===== src/rtl/cy_width_packer.sv =====
// Packs RATIO consecutive DW-bit beats into one DW*RATIO-bit word, with a one-word pending slot.
// Optional early word close (i_last/o_last/o_count) is enabled by defining CY_PACKER_LAST_EN.
module cy_width_packer #(
  parameter int DW    = 8,
  parameter int RATIO = 4,
  localparam int CW   = $clog2(RATIO + 1)
) (
  input  logic                i_clk,
  input  logic                i_reset,
  input  logic                i_valid,
  output logic                o_ready,
  input  logic [DW-1:0]       i_data,
  output logic                o_valid,
  input  logic                i_ready,
  output logic [DW*RATIO-1:0] o_data
`ifdef CY_PACKER_LAST_EN
  ,
  input  logic                i_last,
  output logic                o_last,
  output logic [CW-1:0]       o_count
`endif
);

  logic [DW*RATIO-1:0] acc_reg;
  logic [CW-1:0]       cnt_reg;
  logic                pend_reg;
  logic                valid_reg;
  logic [DW*RATIO-1:0] data_reg;

  logic [DW*RATIO-1:0] acc_next_word;
  logic                accept;
  logic                slot_free;
  logic                last_lane;
  logic                closing;

  // Accumulator with the incoming beat dropped into lane cnt_reg
  generate
    for (genvar gi = 0; gi < RATIO; gi++) begin : g_lane
      assign acc_next_word[gi*DW +: DW] =
        (cnt_reg == CW'(gi)) ? i_data : acc_reg[gi*DW +: DW];
    end
  endgenerate

  assign o_ready   = !pend_reg;
  assign accept    = i_valid && !pend_reg;
  assign slot_free = !valid_reg || i_ready;
  assign last_lane = (cnt_reg == CW'(RATIO - 1));

`ifdef CY_PACKER_LAST_EN
  logic          last_reg;
  logic [CW-1:0] count_reg;
  logic          pend_last_reg;
  logic [CW-1:0] pend_count_reg;
  logic [CW-1:0] close_count;

  assign closing     = last_lane || i_last;
  assign close_count = cnt_reg + CW'(1);
  assign o_last      = last_reg;
  assign o_count     = count_reg;
`else
  assign closing = last_lane;
`endif

  assign o_valid = valid_reg;
  assign o_data  = data_reg;

  always_ff @(posedge i_clk or posedge i_reset) begin
    if (i_reset) begin
      acc_reg        <= '0;
      cnt_reg        <= '0;
      pend_reg       <= 1'b0;
      valid_reg      <= 1'b0;
      data_reg       <= '0;
`ifdef CY_PACKER_LAST_EN
      last_reg       <= 1'b0;
      count_reg      <= '0;
      pend_last_reg  <= 1'b0;
      pend_count_reg <= '0;
`endif
    end else begin
      // Drained slot empties unless something below refills it this cycle
      if (valid_reg && i_ready) begin
        valid_reg <= 1'b0;
      end

      if (pend_reg) begin
        if (slot_free) begin
          valid_reg <= 1'b1;
          data_reg  <= acc_reg;
          acc_reg   <= '0;
          pend_reg  <= 1'b0;
`ifdef CY_PACKER_LAST_EN
          last_reg  <= pend_last_reg;
          count_reg <= pend_count_reg;
`endif
        end
      end else if (accept) begin
        if (closing) begin
          cnt_reg <= '0;
          if (slot_free) begin
            valid_reg <= 1'b1;
            data_reg  <= acc_next_word;
            acc_reg   <= '0;
`ifdef CY_PACKER_LAST_EN
            last_reg  <= i_last;
            count_reg <= close_count;
`endif
          end else begin
            // Output occupied: park the finished word in acc and stall upstream
            acc_reg  <= acc_next_word;
            pend_reg <= 1'b1;
`ifdef CY_PACKER_LAST_EN
            pend_last_reg  <= i_last;
            pend_count_reg <= close_count;
`endif
          end
        end else begin
          acc_reg <= acc_next_word;
          cnt_reg <= cnt_reg + CW'(1);
        end
      end
    end
  end

endmodule


===== config.mk =====
export PLATFORM = sky130hd
export DESIGN_NAME = cy_width_packer
export DESIGN_NICKNAME = d
export VERILOG_FILES = /design/src/rtl/cy_width_packer.sv
export SDC_FILE = /design/constraint.sdc
export NUM_CORES = 1
export LEC_CHECK = 0
export CORE_ASPECT_RATIO = 2
export CORE_MARGIN = 2
export CORE_UTILIZATION = 41
export CTS_CLUSTER_DIAMETER = 50
export CTS_CLUSTER_SIZE = 8
export DETAILED_ROUTE_END_ITERATION = 7
export GPL_TIMING_DRIVEN = 0
export HOLD_SLACK_MARGIN = 0.05
export PLACE_DENSITY = 0.65
export SETUP_SLACK_MARGIN = 0.4
export SLEW_MARGIN = 20
export SYNTH_ARGS = -nofsm -noshare
export SYNTH_HDL_FRONTEND = slang
export SYNTH_SLANG_ARGS = --single-unit

===== constraint.sdc =====
create_clock -name i_clk -period 2 [get_ports i_clk]
set_input_delay 0.2 -clock i_clk [delete_from_list [all_inputs] [get_ports i_clk]]
set_output_delay 0.2 -clock i_clk [all_outputs]
set_load 0.01 [all_outputs]

# After elaboration in Yosys (flattened, before gate mapping)
# Cells that the tools add are included.
# Widths: inputs -> output; s select.
# totals
ff_bits	69
input_bits	12
out_inout_bits	34
# op_classes
n_addsub	1
n_eq_ne	4
n_mux	24
bitwise	1
n_reduce_logical	11
# op_table
cell	n
$mux 32	10
$mux 8	4
$mux 1	9
$eq 3x2->1 const B	2
$reduce_and 2->1	2
$reduce_bool 2->1	2
$add 3x1->3 const B	1
$eq 3x1->1 const B	1
$logic_not 3->1	1
$mux 3	1
$reduce_and 3->1	1
$logic_and 1x1->1	2
$logic_not 1->1	2
$ne 2x1->1 const B	1
$logic_or 1x1->1	1
$not 1->1	1

# Longest topological paths before layout
# depth
ltp_word	6
mapped_depth	6

# Worst setup path before layout
# Ideal clock, no wire load.
# synth_timing
path_kind	reg-to-reg
start	register cnt_reg[0]
end	register data_reg[20], in the netlist o_data[20]
setup_time_ns	0.125
arrival_ns	1.595
t_required_ns	1.875
slack_ns	0.280
stages_incl_launch_ff	6
n_path_buf	0
cell_sequence	dfrtp_1 -> inv_1 -> ha_1 -> nor3b_4 -> mux2_1 -> mux2_4
# synth_between
elab_chain_cells	6
word_cells_on_any_way	9
cone_classes	eq/ne (2); mux (5); reduce/logical (2)
# synth_rtl
element	line	source
from (decl)	25	logic [CW-1:0] cnt_reg;
from (signal assigned)	119	cnt_reg <= cnt_reg + CW'(1);
$eq 3x2->1	40	(cnt_reg == CW'(gi)) ? i_data : acc_reg[gi*DW +: DW];
$mux 8	40	
$mux 32	100	if (slot_free) begin
$mux 32	98	if (closing) begin
$mux 32	97	end else if (accept) begin
$mux 32	86	if (pend_reg) begin
to (signal assigned)	89	data_reg <= acc_reg;
to (signal assigned)	102	data_reg <= acc_next_word;
to (decl)	28	logic [DW*RATIO-1:0] data_reg;
# Parallel ways exist; a longest one is shown, timed or not. The select of a mux whose other input is x is not followed.
# A chain may end at the register's enable or synchronous reset.

# Final worst setup path
# layout_timing
start	register cnt_reg[1]
end	register data_reg[8], in the netlist o_data[8]
# layout_between
elab_chain_cells	6
word_cells_on_any_way	9
cone_classes	eq/ne (2); mux (5); reduce/logical (2)
# layout_rtl
element	line
$eq 3x1->1	40
$mux 8	40
$mux 32	100
$mux 32	98
$mux 32	97
$mux 32	86
# Parallel ways exist; a longest one is shown, timed or not. The select of a mux whose other input is x is not followed.

==> reports/results.ini <==
[outcome]
outcome = completed

[setup_path]
crit_path_start = cnt_reg[1]
ff2ff_setup_slack_ns = 0.25
end_kind = register
cp-start-kind = register
worstReg2RegStart = cnt_reg[1]
r2r_end = o_data[8]
crit_required_ns = 2.22
criticalPathCategory = register to register
crit_fanout = 8
worstPathArrival_ns = 1.97
reg2reg_depth = 6

[timing]
period_share = 0.877
rsz0062_at_grt = yes
layout_setup_ws_ns = 0.246
clock.fmax_ghz = 0.570
clock_skew_ns = 0.00894
tns_ns = 0
post-route-min-period_ns = 1.75
maxSlewHeadroom = 0.657
worst_slew_pin_slew_ns = 0.513
hold_viol_final = 0
report.final.slew_viol_count = 0
setup_violations = 0

[detailed_routing]
topRoutingLayerUsed = met4
drt-total-wl_microns = 10300
drt_iter0_markers = 150
vias = 2990
avgRoutedWirePerCell_microns = 20.9
wl_met2_microns = 5500
drc = 0
first_pass_iters = 4
via_per_inst = 6.10
met3_wirelength_microns = 404
wl_met1_microns = 4010
detail-route-antenna-nets = 0

[power]
p_sw_uw = 2450
swShare = 0.316
p_per_area_nw_per_um2 = 1490
combPwrFrac = 0.467
leakage_uw = 0.00227
power_frac_seq = 0.298
p_clk_frac = 0.235
internal_power_uw = 5310
max-vdd-ir-drop_v = 0.000771
total_power_uw = 7760

[grt]
grt_overflow = 0
grt_max_degree = 32
grt_antenna_before_repair = 0
track_usage = 0.216
first_global_vias = 3110
grt_first_pass_wirelength_microns = 16600

[clock_tree]
htreeDepth = 3
root_buffer = clkbuf_16
clock_path_buffers = 2
cts_sinks = 69
path_clk_slew_ns = 0.06
holdBufCountCts = 0
cts_buffers = 9
cts_tree = yes
worst_skew_pair.late_latency_ns = 0.34

[logic_synthesis]
synthesis.instances = 308
synth_top_family_by_area = multiplexers
synth-warning-count = 0
syn_avg_cell_area_sq_um = 12.3
synthFlopType = dfrtp_1
synth-simple-area-share = 0.0822
synth-edff-count = 0
synthMuxAreaShare = 0.214
ys_types = 28
ys_ff_latch = 69
synthArstFlopShare = 1.00
synth_fa_ha_area_frac = 0.0132
post_synth_xor_area_fraction = 0
synth_area_sq_um = 3790
seq_area_frac_synth = 0.455
synth_nets = 324
synth_compound_area_frac = 0.188

[placement]
post_dp_cell_area_sq_um = 4420
port_buffers = 45
gp_congestion = 0.903
dp_hpwl_microns = 7010
preCtsSetupSlack_ns = 0.0187

[cells_and_area]
layout.nets = 399
final_common_cell = dfrtp_1
final_cell_mix = 69 x dfrtp_1, 50 x mux2_4, 44 x clkdlybuf4s50_1
postLayoutCoreUtil = 0.578
antennaDiodeCount = 0
area_delta_synth_final_pct = 37.3
layout-drive-gt1-share = 0.387
fin_area_sq_um = 5210

[floorplan]
std_cell_rows = 49
initial_core_util = 0.421
dieArea_sq_um = 10100
coreArea_sq_um = 9010
num_io_pins = 46
die_w_microns = 72.0
fp.dieH_microns = 140

[min_path]
min_path_type = primary input to async pin

[job]
maxCapViolations = 0

==> repair_timing <==
action,CTS,global route
endpoints found under the hold margin,0,0
pin swaps,4,3
setup buffers,10,7
gates resized for setup,53,31
endpoints found under the setup margin,61,64
cloned,0,0
==> cells by family (layout without fill, tap and decap cells) <==
group           after synthesis  count (layout)
fa+ha+maj                     4               4
mux                          64              64
buf+inv                      40             120
flops                        69              69
compound gates               85              85
simple gates                 46              46
==> layout make-up <==
class,count,area (sq um)
well taps,102,128
fillers,759,3810
multi-input cells,199,2070
repair buffers,64,688
clock inverters,7,114
clock buffers,9,225
inverters,4,23.8
flip-flops and latches,69,1730
plain buffers,36,229
==> Yosys cell counts, types with 2 or more instances <==
cell type  count  area share
nand3_1       26       0.034
o211ai_1      24       0.048
nor2b_1        5      0.0083
ha_1           4       0.013
nand2b_1       6      0.0099
clkbuf_1      15       0.015
dfrtp_1       69        0.46
o2111ai_1     48        0.11
o21ai_0        2      0.0026
buf_1         10      0.0099
inv_1          3      0.0030
nor3b_4        4       0.020
mux2_4        24       0.095
a22o_1         8       0.018
mux2_2        15       0.045
buf_2          6      0.0079
buf_4          4      0.0079
mux2_1        25       0.074
==> worst max-delay path: stages, from the launching register on <==
cell and delay, ns:
dfrtp_1 0.41, inv_2 0.13, ha_4 0.16, nor3b_4 0.21, buf_12 0.17, mux2_4 0.30
mux2_4 0.25
==> through the flow <==
stage / hold slack, ns / std cells
global route: 0.201 / 490
floorplan: 0.340 / 308
detailed placement: 0.477 / 457
global placement: 0.479 / 455
finish: 0.165 / 490
CTS: 0.167 / 483
==> power by group through the flow <==
stage	registers (uW)	logic, uW	clock network, uW
after floorplan	2380	1750	0
after global placement	2290	2830	0
after detailed placement	2310	2890	0
after CTS	2310	3460	1850
after global routing	2380	3850	1920
final	2310	3620	1820
==> worst max-delay path by stage <==
stage | endpoint | slack, ns | cells past startpoint
after global placement | o_data[19] | 0.03 | 6
final | o_data[8] | 0.25 | 6
after detailed placement | o_data[8] | 0.02 | 6
after global routing | o_data[24] | 0.17 | 5
after CTS | o_data[8] | 0.27 | 6
after floorplan | o_data[21] | 0.29 | 5
==> per-layer routing <==
| metal | GRT usage | up-vias |
|---|---|---|
| li1 | - | 1363 |
| met1 | 0.246 | 1500 |
| met2 | 0.370 | 100 |
| met3 | 0.0374 | 27 |
| met4 | 0.123 | 0 |
| met5 | 0 | - |
(Power assumes the default switching activity.)
